===== src/rtl/butterfly_if.sv =====
// Operand, twiddle and result bundle for one radix-2 butterfly.
// The master drives operands and en; the slave returns results and valid.
interface butterfly_if #(
  parameter int DATA_WIDTH = 8,
  parameter int EXPAND     = 9
);
  logic                         en;
  logic signed [DATA_WIDTH-1:0] in1_real;
  logic signed [DATA_WIDTH-1:0] in1_imag;
  logic signed [DATA_WIDTH-1:0] in2_real;
  logic signed [DATA_WIDTH-1:0] in2_imag;
  logic signed [EXPAND+1:0]     ro_real;
  logic signed [EXPAND+1:0]     ro_imag;
  logic signed [DATA_WIDTH:0]   out1_real;
  logic signed [DATA_WIDTH:0]   out1_imag;
  logic signed [DATA_WIDTH:0]   out2_real;
  logic signed [DATA_WIDTH:0]   out2_imag;
  logic                         valid;

  modport master (
    output en, in1_real, in1_imag, in2_real, in2_imag, ro_real, ro_imag,
    input  out1_real, out1_imag, out2_real, out2_imag, valid
  );

  modport slave (
    input  en, in1_real, in1_imag, in2_real, in2_imag, ro_real, ro_imag,
    output out1_real, out1_imag, out2_real, out2_imag, valid
  );
endinterface


===== src/rtl/butterfly.sv =====
// Radix-2 DIT butterfly: out1 = A + B*W, out2 = A - B*W, two-stage pipeline.
// Twiddle W is fixed point with EXPAND fraction bits; results floor-descaled and wrapped.
module butterfly #(
  parameter int DATA_WIDTH = 8,
  parameter int EXPAND     = 9
) (
  input logic       clk,
  input logic       rst_n,
  butterfly_if.slave bus
);
  localparam int PW = DATA_WIDTH + EXPAND + 3;
  localparam int OW = DATA_WIDTH + 1;

  logic signed [PW-1:0] w_br, w_bi, w_wr, w_wi;
  logic signed [PW-1:0] w_pr, w_pi;
  logic signed [PW-1:0] w_s1r, w_s1i, w_s2r, w_s2i;

  logic signed [PW-1:0] r_pr, r_pi, r_ar, r_ai;
  logic                 r_v1;

  assign w_br = PW'(bus.in2_real);
  assign w_bi = PW'(bus.in2_imag);
  assign w_wr = PW'(bus.ro_real);
  assign w_wi = PW'(bus.ro_imag);

  assign w_pr = w_br * w_wr - w_bi * w_wi;
  assign w_pi = w_br * w_wi + w_bi * w_wr;

  assign w_s1r = r_ar + r_pr;
  assign w_s1i = r_ai + r_pi;
  assign w_s2r = r_ar - r_pr;
  assign w_s2i = r_ai - r_pi;

  // Stage 1: full-precision product and A aligned to the twiddle scale.
  always_ff @(posedge clk) begin
    if (!rst_n) begin
      r_pr <= '0;
      r_pi <= '0;
      r_ar <= '0;
      r_ai <= '0;
      r_v1 <= 1'b0;
    end else begin
      r_v1 <= bus.en;
      if (bus.en) begin
        r_pr <= w_pr;
        r_pi <= w_pi;
        r_ar <= PW'(bus.in1_real) <<< EXPAND;
        r_ai <= PW'(bus.in1_imag) <<< EXPAND;
      end
    end
  end

  // Stage 2: arithmetic shift floors toward -inf, then the cast wraps to OW bits.
  always_ff @(posedge clk) begin
    if (!rst_n) begin
      bus.out1_real <= '0;
      bus.out1_imag <= '0;
      bus.out2_real <= '0;
      bus.out2_imag <= '0;
      bus.valid     <= 1'b0;
    end else begin
      bus.valid <= r_v1;
      if (r_v1) begin
        bus.out1_real <= OW'(w_s1r >>> EXPAND);
        bus.out1_imag <= OW'(w_s1i >>> EXPAND);
        bus.out2_real <= OW'(w_s2r >>> EXPAND);
        bus.out2_imag <= OW'(w_s2i >>> EXPAND);
      end
    end
  end
endmodule


===== src/flat_wrapper.sv =====
// flat-port wrapper written by rule: the top's interface ports become plain ports
module butterfly_flat 
#(
  parameter int DATA_WIDTH = 8,
  parameter int EXPAND     = 9
)
  (clk, rst_n, bus_en, bus_in1_real, bus_in1_imag, bus_in2_real, bus_in2_imag, bus_ro_real, bus_ro_imag, bus_out1_real, bus_out1_imag, bus_out2_real, bus_out2_imag, bus_valid);
  butterfly_if #(.DATA_WIDTH(DATA_WIDTH), .EXPAND(EXPAND)) bus_i ();
  input logic clk;
  input logic rst_n;
  input wire logic [$bits(bus_i.en)-1:0] bus_en;
  input wire logic [$bits(bus_i.in1_real)-1:0] bus_in1_real;
  input wire logic [$bits(bus_i.in1_imag)-1:0] bus_in1_imag;
  input wire logic [$bits(bus_i.in2_real)-1:0] bus_in2_real;
  input wire logic [$bits(bus_i.in2_imag)-1:0] bus_in2_imag;
  input wire logic [$bits(bus_i.ro_real)-1:0] bus_ro_real;
  input wire logic [$bits(bus_i.ro_imag)-1:0] bus_ro_imag;
  output wire logic [$bits(bus_i.out1_real)-1:0] bus_out1_real;
  output wire logic [$bits(bus_i.out1_imag)-1:0] bus_out1_imag;
  output wire logic [$bits(bus_i.out2_real)-1:0] bus_out2_real;
  output wire logic [$bits(bus_i.out2_imag)-1:0] bus_out2_imag;
  output wire logic [$bits(bus_i.valid)-1:0] bus_valid;
  assign bus_i.en = bus_en;
  assign bus_i.in1_real = bus_in1_real;
  assign bus_i.in1_imag = bus_in1_imag;
  assign bus_i.in2_real = bus_in2_real;
  assign bus_i.in2_imag = bus_in2_imag;
  assign bus_i.ro_real = bus_ro_real;
  assign bus_i.ro_imag = bus_ro_imag;
  assign bus_out1_real = bus_i.out1_real;
  assign bus_out1_imag = bus_i.out1_imag;
  assign bus_out2_real = bus_i.out2_real;
  assign bus_out2_imag = bus_i.out2_imag;
  assign bus_valid = bus_i.valid;
  butterfly #(.DATA_WIDTH(DATA_WIDTH), .EXPAND(EXPAND)) u_core (.clk(clk), .rst_n(rst_n), .bus(bus_i));
endmodule

===== config.mk =====
export PLATFORM = sky130hd
export DESIGN_NAME = butterfly_flat
export DESIGN_NICKNAME = d
export VERILOG_FILES = /design/src/rtl/butterfly_if.sv /design/src/rtl/butterfly.sv /design/src/flat_wrapper.sv
export SDC_FILE = /design/constraint.sdc
export NUM_CORES = 1
export LEC_CHECK = 0
export ABC_AREA = 1
export BUFFER_PORTS_ARGS = -buffer_cell sky130_fd_sc_hd__clkbuf_2
export CAP_MARGIN = 5
export CORE_MARGIN = 2
export CORE_UTILIZATION = 50
export DETAILED_ROUTE_END_ITERATION = 10
export PLACE_DENSITY = 0.64
export SLEW_MARGIN = 20
export SYNTH_ARGS = -nofsm -noshare
export SYNTH_HDL_FRONTEND = slang
export SYNTH_SLANG_ARGS = --single-unit

===== constraint.sdc =====
create_clock -name clk -period 10.65 [get_ports clk]
set_input_delay 1.065 -clock clk [delete_from_list [all_inputs] [get_ports clk]]
set_output_delay 1.065 -clock clk [all_outputs]
set_load 0.02 [all_outputs]

==> flow_metrics.tcl <==
set metrics [dict create \
    status "finished clean" \
    antenna_found_initial 2 \
    grtUsageTotal_pct 24.98 \
    cts_tree "done" \
    postCtsSetupBuffers 0 \
    slew_viol_final 0 \
    start_util_pct 50.33 \
    wl_per_cell_um 15.05 \
    ant_nets 0 \
    drive_above_1_share_pct 5.414 \
    clkTransAtPathRegs_ns 0.07 \
    core_mm2 0.03635 \
    path_class "in -> reg" \
    tightest_slew_ns 1.061 \
    grt.overflow.total 0 \
    grt_pass1_wl_um 76290 \
    detail_route.vias_per_cell 4.997 \
    final_cell_count_no_fill 2945 \
    drt_drc_violations_left 0 \
    cts_root_buf "clkbuf_16" \
    area_delta_synth_final_pct 5.704 \
    min_period_ns 6.432 \
    crit_top_cell "fa_1" \
    crit_path_end_kind "flip-flop" \
    relSlewSlack_pct 29.29 \
    cts_max_path_buffers 2 \
    die_w_um 195.3 \
    crit_fanout 17 \
    vias 14720 \
    routed_wl_um 44330 \
    yosysWarnings 0 \
    startpoint_type "input port" \
    hold_violations 0 \
    hp-class "reg -> reg" \
    ctsHoldBuffers 0 \
    finalSetupViolations 0 \
    die_height_um 195.3 \
    post-place-cells 2927 \
    clock_latency_ns 0.36 \
    cp_slowest_stage_delay_ns 0.56 \
    hpwl_um 35560 \
    cts_buffers 9 \
    io_buffers 93 \
    finalSetupTns_ns 0 \
    crit_slowest_cell "fa_1" \
    first_pass_iters 5 \
    maxCapViolCount 0 \
    htree_levels 3 \
    layout.cells.most_common_list "inv_1 (726), nand2_1 (511), fa_1 (333)" \
    syn-num-nets 2995 \
    yosysSeqAreaShare_pct 9.849 \
    synth_ff_type "dfxtp_1" \
    fmax_mhz 155.5 \
    worstPathRequired_ns 10.85 \
    nets 3010 \
    cts_sinks 90 \
    min_period_over_period_pct 60.40 \
    rsz0062_at_grt "false" \
    synth_cell_types 39 \
    worstPathArrival_ns 6.63 \
    crit_chain "clkbuf_2 -> inv_1 -> or2_2 -> fa_1 -> fa_1 -> inv_1 -> fa_1 -> fa_1 -> fa_1 -> inv_1 -> fa_1 -> inv_1 -> ha_1 -> nand2_1 -> o21ai_0 -> nand2_1 -> nand3_1 -> nand2_1 -> nand3_1 -> nand2_1 -> nor2_1 -> a211oi_1" \
    drt_iter0_markers 834 \
    grt_start_max_net_pins 71 \
    first_global_vias 15430 \
    layout_commonest_cell "inv_1" \
    die_area_mm2 0.03813 \
    syn-instance-count 2455 \
    gp_congestion 0.8742 \
    syn_area_mm2 0.01829 \
    ctsResizeCount 0 \
    synth_area_per_cell_um2 7.452 \
    fin_skew_ns 0.01044 \
    yosys_register_bits 90 \
    synthArstFlopShare_pct 0 \
    placementRows 70 \
    synth_enable_flop_cells 0 \
    pin_count 94 \
]
[critical path: cells and delay by family]
family | cells | cell delay [ns]
buffers and inverters | 5 | 0.73
adders and majority gates | 7 | 3.34
AOI/OAI and AO/OA | 2 | 0.30
and+or+nand+nor | 8 | 1.18
[path summary, 6_finish.rpt]
kind                            slack, ns  cells after the start                    start                       to
worst max-delay path                 4.22                     22          bus_in2_real[7]          u_core.r_pi[15]
worst min-delay path                 0.48                      2  u_core.bus.out2_imag[7]  u_core.bus.out2_imag[7]
worst max register to register       8.33                      9          u_core.r_pr[14]  u_core.bus.out2_real[7]
worst min register to register       0.48                      2  u_core.bus.out2_imag[7]  u_core.bus.out2_imag[7]
[area by class of cell]
class                           count  area (um^2)
Tap cell                          468        585.6
Inverter                          730         2741
Timing Repair Buffer               97        495.5
Clock inverter                      7        83.83
Sequential cell                    90         1803
Antenna cell                        2        5.005
Clock buffer                        9        225.2
Multi-Input combinational cell   1542        13400
Fill cell                        3596        17010
[logic make-up (layout without fill, tap and decap cells)]
kind of cell	after synthesis	after routing	share of synthesized area, %
fa+ha+maj	483	483	46.70
compound gates	224	224	6.730
flops	90	90	9.849
simple gates	785	785	17.41
other cells	0	2	0
buf+inv	823	843	16.91
xor+xnor	50	50	2.394
[Yosys cell counts (7+ instances only)]
cell type    n  area [um^2]
xnor2_1     13        113.9
nand2_1    511         1918
nor3_1      13        65.06
a21oi_1     83        415.4
nand3_1     77        385.4
o21ai_1      8        40.04
nand4_1     17        106.4
inv_1      726         2725
dfxtp_1     90         1802
o211ai_1    13        97.59
ha_1       150         1877
o21ai_0     92        460.4
or2_2       10        62.56
nor4_1       7        43.79
nor2_1     136        510.5
fa_1       333         6666
xor2_1      37        324.1
clkbuf_1    88        330.3
[flip-flops by register name, summed over array words and instances, names as in the netlist]
register / cells
u_core.bus.out2_real: 9
u_core.r_ai: 8
u_core.r_ar: 8
u_core.r_v1: 1
u_core.bus.valid: 1
u_core.bus.out2_imag: 9
u_core.r_pi: 18
u_core.bus.out1_real: 9
u_core.bus.out1_imag: 9
u_core.r_pr: 18
[metrics by stage]
step                      cell area [um^2]  setup slack (ns)  hold slack (ns)  util, %
final                                19340             4.218           0.4826    53.20
after global routing                 19330             3.878           0.5115    53.19
after CTS                            19330             4.246           0.4886    53.18
after detailed placement             19020             3.878           0.4720    52.33
after global placement               19020             4.000           0.4615    52.33
after floorplan                      18290             4.528           0.4610        -
[per-layer routing]
layer	GRT usage, %	vias to the layer above	wire (um)	part of all wire, %
li1	-	7155	-	-
met4	6.983	0	928	2.1
met3	2.418	57	2056	4.6
met2	43.89	350	22040	50
met5	0	-	0	0
met1	32.95	7154	19310	44
Power is left out: the tool's default activity adds up to more than one toggle a clock period on the data nets, which glitch-free logic cannot reach.
